--- src/rtl/sb_pkg.sv ---
// Shared-buffer read-path definitions: descriptor layout, port count and the
// out-of-queue-cache read arbiter state encoding.
package sb_pkg;

    localparam int DESC_W    = 32;
    localparam int ADDR_W    = 16;
    localparam int LEN_W     = 8;
    localparam int NUM_PORTS = 4;
    localparam int PORT_W    = 2;

    // Descriptor field offsets; bits above the length field are reserved.
    localparam int DESC_ADDR_LSB = 0;
    localparam int DESC_LEN_LSB  = ADDR_W;
    localparam int DESC_USED_W   = ADDR_W + LEN_W;

    typedef enum logic [1:0] {
        ST_IDLE  = 2'd0,
        ST_POP   = 2'd1,
        ST_LOAD  = 2'd2,
        ST_BURST = 2'd3
    } rd_state_e;

    // Cell start address from the used (non-reserved) part of a descriptor.
    function automatic logic [ADDR_W-1:0] desc_addr(input logic [DESC_USED_W-1:0] desc_lo);
        return desc_lo[DESC_ADDR_LSB +: ADDR_W];
    endfunction

    // Packet length in cells from the used (non-reserved) part of a descriptor.
    function automatic logic [LEN_W-1:0] desc_len(input logic [DESC_USED_W-1:0] desc_lo);
        return desc_lo[DESC_LEN_LSB +: LEN_W];
    endfunction

endpackage

--- src/rtl/rr_arbiter4.sv ---
// Combinational four-way round-robin grant: the search starts at ptr and
// wraps 3 -> 0; the first requester found wins.
module rr_arbiter4 (
    input  logic [3:0] req,
    input  logic [1:0] ptr,
    output logic [3:0] gnt_onehot,
    output logic [1:0] gnt_idx,
    output logic       gnt_valid
);
    import sb_pkg::*;

    logic [1:0] cand_s;

    // Scan the four candidates in rotated order and keep the first hit.
    always_comb begin
        gnt_onehot = 4'b0000;
        gnt_idx    = 2'd0;
        gnt_valid  = 1'b0;
        cand_s     = 2'd0;
        for (int i = 0; i < NUM_PORTS; i++) begin
            cand_s = ptr + 2'(i);
            if (!gnt_valid && req[cand_s]) begin
                gnt_valid          = 1'b1;
                gnt_idx            = cand_s;
                gnt_onehot[cand_s] = 1'b1;
            end else begin
                gnt_valid = gnt_valid;
            end
        end
    end

endmodule

--- src/rtl/ooqc_rd_arbiter.sv ---
// Read arbiter for one crossbar output column: picks an out-of-queue cache
// round-robin, pops one descriptor and issues one shared-buffer read per cell.
module ooqc_rd_arbiter #(
    parameter int DESC_W = 32,
    parameter int ADDR_W = 16,
    parameter int LEN_W  = 8
) (
    input  logic                  i_clk,
    input  logic                  i_rst,
    input  logic [3:0]            i_ooqc_empty,
    input  logic [4*DESC_W-1:0]   i_ooqc_dat,
    output logic [3:0]            o_ooqc_rd_en,
    input  logic [3:0]            i_port_ready,
    output logic                  o_mem_rd_en,
    output logic [ADDR_W-1:0]     o_mem_rd_addr,
    output logic [1:0]            o_mem_rd_port,
    output logic                  o_mem_rd_last,
    input  logic                  i_mem_rdy,
    output logic                  o_pkt_done,
    output logic                  o_len_err,
    output logic                  o_busy
);
    import sb_pkg::*;

    localparam int USED_W = ADDR_W + LEN_W;

    rd_state_e             state_r,  state_s;
    logic [1:0]            rr_ptr_r, rr_ptr_s;
    logic [1:0]            grant_r,  grant_s;
    logic [ADDR_W-1:0]     addr_r,   addr_s;
    logic [LEN_W-1:0]      cnt_r,    cnt_s;

    logic [3:0]            rd_en_r,    rd_en_s;
    logic                  mem_en_r,   mem_en_s;
    logic [ADDR_W-1:0]     mem_addr_r;
    logic [1:0]            mem_port_r;
    logic                  mem_last_r, mem_last_s;
    logic                  done_r,     done_s;
    logic                  len_err_r,  len_err_s;
    logic                  busy_r;

    logic [3:0]            elig_s;
    logic [3:0]            gnt_onehot_s;
    logic [1:0]            gnt_idx_s;
    logic                  gnt_valid_s;
    logic [USED_W-1:0]     cur_desc_s;
    logic [ADDR_W-1:0]     desc_addr_s;
    logic [LEN_W-1:0]      desc_len_s;

    // Empty/ready are only consulted while IDLE, so a burst in flight is never
    // disturbed by them.
    assign elig_s = ~i_ooqc_empty & i_port_ready;

    rr_arbiter4 u_rr (
        .req        (elig_s),
        .ptr        (rr_ptr_r),
        .gnt_onehot (gnt_onehot_s),
        .gnt_idx    (gnt_idx_s),
        .gnt_valid  (gnt_valid_s)
    );

    // Descriptor of the granted cache; only address and length are used.
    assign cur_desc_s  = i_ooqc_dat[grant_r*DESC_W +: USED_W];
    assign desc_addr_s = cur_desc_s[ADDR_W-1:0];
    assign desc_len_s  = cur_desc_s[ADDR_W +: LEN_W];

    // Next-state and next-output computation for the pop/load/burst sequence.
    always_comb begin
        state_s   = state_r;
        rr_ptr_s  = rr_ptr_r;
        grant_s   = grant_r;
        addr_s    = addr_r;
        cnt_s     = cnt_r;
        rd_en_s   = 4'b0000;
        done_s    = 1'b0;
        len_err_s = 1'b0;
        case (state_r)
            ST_IDLE: begin
                if (gnt_valid_s) begin
                    state_s  = ST_POP;
                    grant_s  = gnt_idx_s;
                    rr_ptr_s = gnt_idx_s + 2'd1;
                    rd_en_s  = gnt_onehot_s;
                end else begin
                    state_s  = ST_IDLE;
                end
            end
            ST_POP: begin
                // Standard-read cache: dout is valid the cycle after the pop.
                state_s = ST_LOAD;
            end
            ST_LOAD: begin
                addr_s = desc_addr_s;
                cnt_s  = desc_len_s;
                if (desc_len_s == {LEN_W{1'b0}}) begin
                    len_err_s = 1'b1;
                    state_s   = ST_IDLE;
                end else begin
                    state_s   = ST_BURST;
                end
            end
            ST_BURST: begin
                if (i_mem_rdy) begin
                    addr_s = addr_r + {{(ADDR_W-1){1'b0}}, 1'b1};
                    cnt_s  = cnt_r - {{(LEN_W-1){1'b0}}, 1'b1};
                    if (cnt_r == {{(LEN_W-1){1'b0}}, 1'b1}) begin
                        state_s = ST_IDLE;
                        done_s  = 1'b1;
                    end else begin
                        state_s = ST_BURST;
                    end
                end else begin
                    state_s = ST_BURST;
                end
            end
            default: begin
                state_s = ST_IDLE;
            end
        endcase
        // The request registers mirror the next burst state, so fields stay
        // put while the memory withholds i_mem_rdy.
        mem_en_s   = (state_s == ST_BURST);
        mem_last_s = (state_s == ST_BURST) && (cnt_s == {{(LEN_W-1){1'b0}}, 1'b1});
    end

    // State, pointer, burst bookkeeping and output registers.
    always_ff @(posedge i_clk) begin
        if (i_rst) begin
            state_r    <= ST_IDLE;
            rr_ptr_r   <= 2'd0;
            grant_r    <= 2'd0;
            addr_r     <= {ADDR_W{1'b0}};
            cnt_r      <= {LEN_W{1'b0}};
            rd_en_r    <= 4'b0000;
            mem_en_r   <= 1'b0;
            mem_addr_r <= {ADDR_W{1'b0}};
            mem_port_r <= 2'd0;
            mem_last_r <= 1'b0;
            done_r     <= 1'b0;
            len_err_r  <= 1'b0;
            busy_r     <= 1'b0;
        end else begin
            state_r    <= state_s;
            rr_ptr_r   <= rr_ptr_s;
            grant_r    <= grant_s;
            addr_r     <= addr_s;
            cnt_r      <= cnt_s;
            rd_en_r    <= rd_en_s;
            mem_en_r   <= mem_en_s;
            mem_addr_r <= addr_s;
            mem_port_r <= grant_s;
            mem_last_r <= mem_last_s;
            done_r     <= done_s;
            len_err_r  <= len_err_s;
            busy_r     <= (state_s != ST_IDLE);
        end
    end

    assign o_ooqc_rd_en  = rd_en_r;
    assign o_mem_rd_en   = mem_en_r;
    assign o_mem_rd_addr = mem_addr_r;
    assign o_mem_rd_port = mem_port_r;
    assign o_mem_rd_last = mem_last_r;
    assign o_pkt_done    = done_r;
    assign o_len_err     = len_err_r;
    assign o_busy        = busy_r;

endmodule

--- config.mk ---
export PLATFORM = sky130hd
export DESIGN_NAME = ooqc_rd_arbiter
export DESIGN_NICKNAME = d
export VERILOG_FILES = /design/src/rtl/sb_pkg.sv /design/src/rtl/rr_arbiter4.sv /design/src/rtl/ooqc_rd_arbiter.sv
export SDC_FILE = /design/constraint.sdc
export NUM_CORES = 1
export LEC_CHECK = 0
export CORE_MARGIN = 4
export CORE_UTILIZATION = 32
export CTS_CLUSTER_SIZE = 40
export DETAILED_ROUTE_END_ITERATION = 10
export GPL_ROUTABILITY_DRIVEN = 1
export PLACE_DENSITY = 0.75
export RECOVER_POWER = 100
export SYNTH_ARGS = -nofsm -noshare
export SYNTH_HDL_FRONTEND = slang
export SYNTH_HIERARCHICAL = 1
export SYNTH_SLANG_ARGS = --single-unit
--- constraint.sdc ---
create_clock -name i_clk -period 2.8 [get_ports i_clk]
set_input_delay 0.56 -clock i_clk [delete_from_list [all_inputs] [get_ports i_clk]]
set_output_delay 0.56 -clock i_clk [all_outputs]
set_load 0.01 [all_outputs]
==> impl_results.md <==
* Status: complete, no violations
* Hold WC Path Type: reg2reg
* FF-to-FF setup slack at 0.23 ns
* WP data required at 3.00 ns
* Sw power at 1.51 mW
* Overall Global Routing Usage at 0.174
* Synth Cell Area at 0.00309 mm2
* VDD IR max at 0.391 mV
* CTS tree: done
* Final Non-Filler Cells at 608
* Congestion Overflow GR at 0
* PnR worst setup slack at 0.228 ns
* Worst-Margin Slew at 0.706 ns
* Leak at 1.75 nW
* Power density cells at 757 mW/mm2
* Fraction of power spent switching nets at 0.425
* Clock Sinks at 39
* Residual DRC at 0
* Worst hold slack at 0.533 ns
* Crit Path Class: reg2reg
* Top FF cell, synth: dfxtp_1
* Tcrit/Tclk final at 0.919
* Post-CTS Setup Repair Bufs at 0
* Drt pass-1 iters at 4
* Final core utilization at 0.502
* Initial Utilization at 0.331
* RSZ-0062 raised after global routing: no
* Diode count at 0
* Drt initial violations at 171
* # fillers at 849
* Final setup fails at 0
* Root Driver: clkbuf_8
* Largest area contributor in the netlist: dfxtp_1
* Final #Nets at 625
* Final HPWL DP at 8100 um
* HP Start: o_mem_rd_port[1]$_SDFFE_PP0P_
* Clock share of power at 0.104
* Crit-path max FO at 9
* Mean Syn Cell Area at 9.01 um2
* Top Ports at 166
* Yosys reg bits at 39
* Share of the synthesized area in the top cell type at 0.253
* Area delta synth->final at 51.6%
* Placed insts at 600
* Die H at 106 um
* Reg2reg start: rr_ptr_r[1]$_SDFFE_PP0P_
* Worst R2R End: rr_ptr_r[1]$_SDFFE_PP0P_
* Fin. Hold Viols at 0
* Worst reg2reg path depth at 8
* Top post-synthesis cells by area: dfxtp_1 25%, mux4_2 19%, nand2_1 4.6%, a22oi_1 3.6%, nor2_1 3.3%
* Yosys cell types at 59
* WL final at 9970 um
* Core Rows at 35
* Clock slew at reported path FFs at 0.07 ns
* H-tree depth at 2
* Syn_nets at 490
* Total CTS buffers at 5
* Largest net degree at the start of global routing at 29
* Sequential cell fraction of total power at 0.264
* Skew final at 0.00946 ns
* Final instance area at 0.00469 mm2
* Power Total at 3.55 mW
* Core area at 0.00933 mm2
* Worst hold path endpoint: o_mem_rd_port[1]$_SDFFE_PP0P_
* Slew HR at 0.529
* Most common cell in the netlist: dfxtp_1
* Hold path cells at 2
* Critical Path Start Type: flop
* GP Congestion at 0.881
* Max Slew Vio Count at 0
* Vias in the first global route at 3368
* Min Tclk post-route at 2.57 ns
* CP arrival at 2.78 ns
* Via count at 3289
* Die area at 0.0113 mm2
* Ys Warns at 6
* Die X at 106 um
* Number of enable flip-flop cells after synthesis at 0
* Setup tns final at 0 ns
* Cell count after synthesis at 343
* Drt wl/cell at 16.4 um
* Dpl ws at -0.0351 ns
* First-pass GRT wire length at 15800 um
* Via density at 5.41
* Port-buffer cells at 133
* Cts repair resizes at 0
* CTS Hold Bufs at 0
* Routed Antenna Nets at 0
* Post-synth top cells: 39 x dfxtp_1, 38 x nand2_1, 27 x nor2_1
* Seq/Total Area, Yosys at 0.253
* Dpl cell area at 0.00461 mm2
* Worst setup EP type: flop
* Antenna violations before repair at 0
* Max-cap violation count at 0
* Layout cell share with drive strength beyond 1 at 0.132
* Combinational Power Share at 0.633
* Fmax at 389 MHz
* CTS Buffer Depth at 2
* Internal power at 2.04 mW
* Clock latency on the worst-skew pair at 0.29 ns
* Ys async rst share at 0
## registers in the layout, summed over array words and instances (netlist names)
signal / flops
cnt_r: 8
o_busy: 1
o_len_err: 1
o_mem_rd_addr: 16
o_mem_rd_en: 1
o_mem_rd_last: 1
o_mem_rd_port: 2
o_ooqc_rd_en: 4
o_pkt_done: 1
rr_ptr_r: 2
state_r: 2
## worst max path at each step
stage	from	depth (start not counted)	endpoint
CTS	rr_ptr_r[1]$_SDFFE_PP0P_	8	rr_ptr_r[1]$_SDFFE_PP0P_
global placement	i_port_ready[0]	9	rr_ptr_r[1]$_SDFFE_PP0P_
floorplan	rr_ptr_r[0]$_SDFFE_PP0P_	10	rr_ptr_r[1]$_SDFFE_PP0P_
global route	o_mem_rd_port[0]$_SDFFE_PP0P_	6	o_mem_rd_last$_SDFF_PP0_
detailed placement	i_port_ready[0]	9	rr_ptr_r[1]$_SDFFE_PP0P_
finish	rr_ptr_r[1]$_SDFFE_PP0P_	8	rr_ptr_r[1]$_SDFFE_PP0P_
## routing by layer
metal,vias to the layer above,wire (um),track usage
met5,-,0,0
met4,0,235,0.0666
met3,18,533,0.0304
met2,111,5060,0.308
met1,1568,4130,0.210
li1,1592,-,-
## worst max-delay path, cell delays in order (launching register included)
cell      delay [ns]
dfxtp_1         0.53
inv_1           0.18
ha_1            0.41
mux4_2          0.40
nor4b_4         0.29
nor2_1          0.08
a32o_1          0.25
xnor2_1         0.13
a211oi_1        0.21
## cells in the final DEF, fill, tap and decap left out, drive strengths merged, types with 6 or more instances in the layout
master	Yosys	routed
ha	8	8
clkbuf	17	9
buf	8	18
dfxtp	39	39
and3	8	8
nor3	11	11
clkdlybuf4s50	0	105
mux4	28	28
nor2	27	27
a21oi	16	16
dlygate4sd3	0	28
a22oi	15	15
inv	10	10
o31ai	6	6
nand3	12	12
nor2b	7	7
o21ai	14	14
and2	6	6
a211oi	6	6
nand2	38	38
## power groups by stage
stage               clock, mW  combinational [mW]  sequential (mW)
finish                  0.368                2.25            0.935
global route            0.402                2.45            0.968
CTS                     0.380                2.29            0.938
detailed placement          0                2.28            0.950
global placement            0                2.23            0.942
floorplan                   0                1.55            0.914
## cell type report
cell class,instances,area (um2),share of cell area
multi-input combinational,268,2140,0.457
clock buffer,7,76.3,0.0163
sequential,39,782,0.167
clock inverter,1,5.00,0.00107
tap,129,161,0.0344
inverter,11,41.3,0.00881
timing repair buffer,153,1480,0.315
## logic make-up after synthesis
logic type      after synthesis  share of synthesized area
compound gates               87                      0.200
xor+xnor                      1                    0.00283
fa+ha+maj                     8                     0.0324
buf+inv                      36                     0.0530
flops                        39                      0.253
mux                          35                      0.230
simple gates                137                      0.229
No activity file was read; power rests on OpenSTA's default activity.
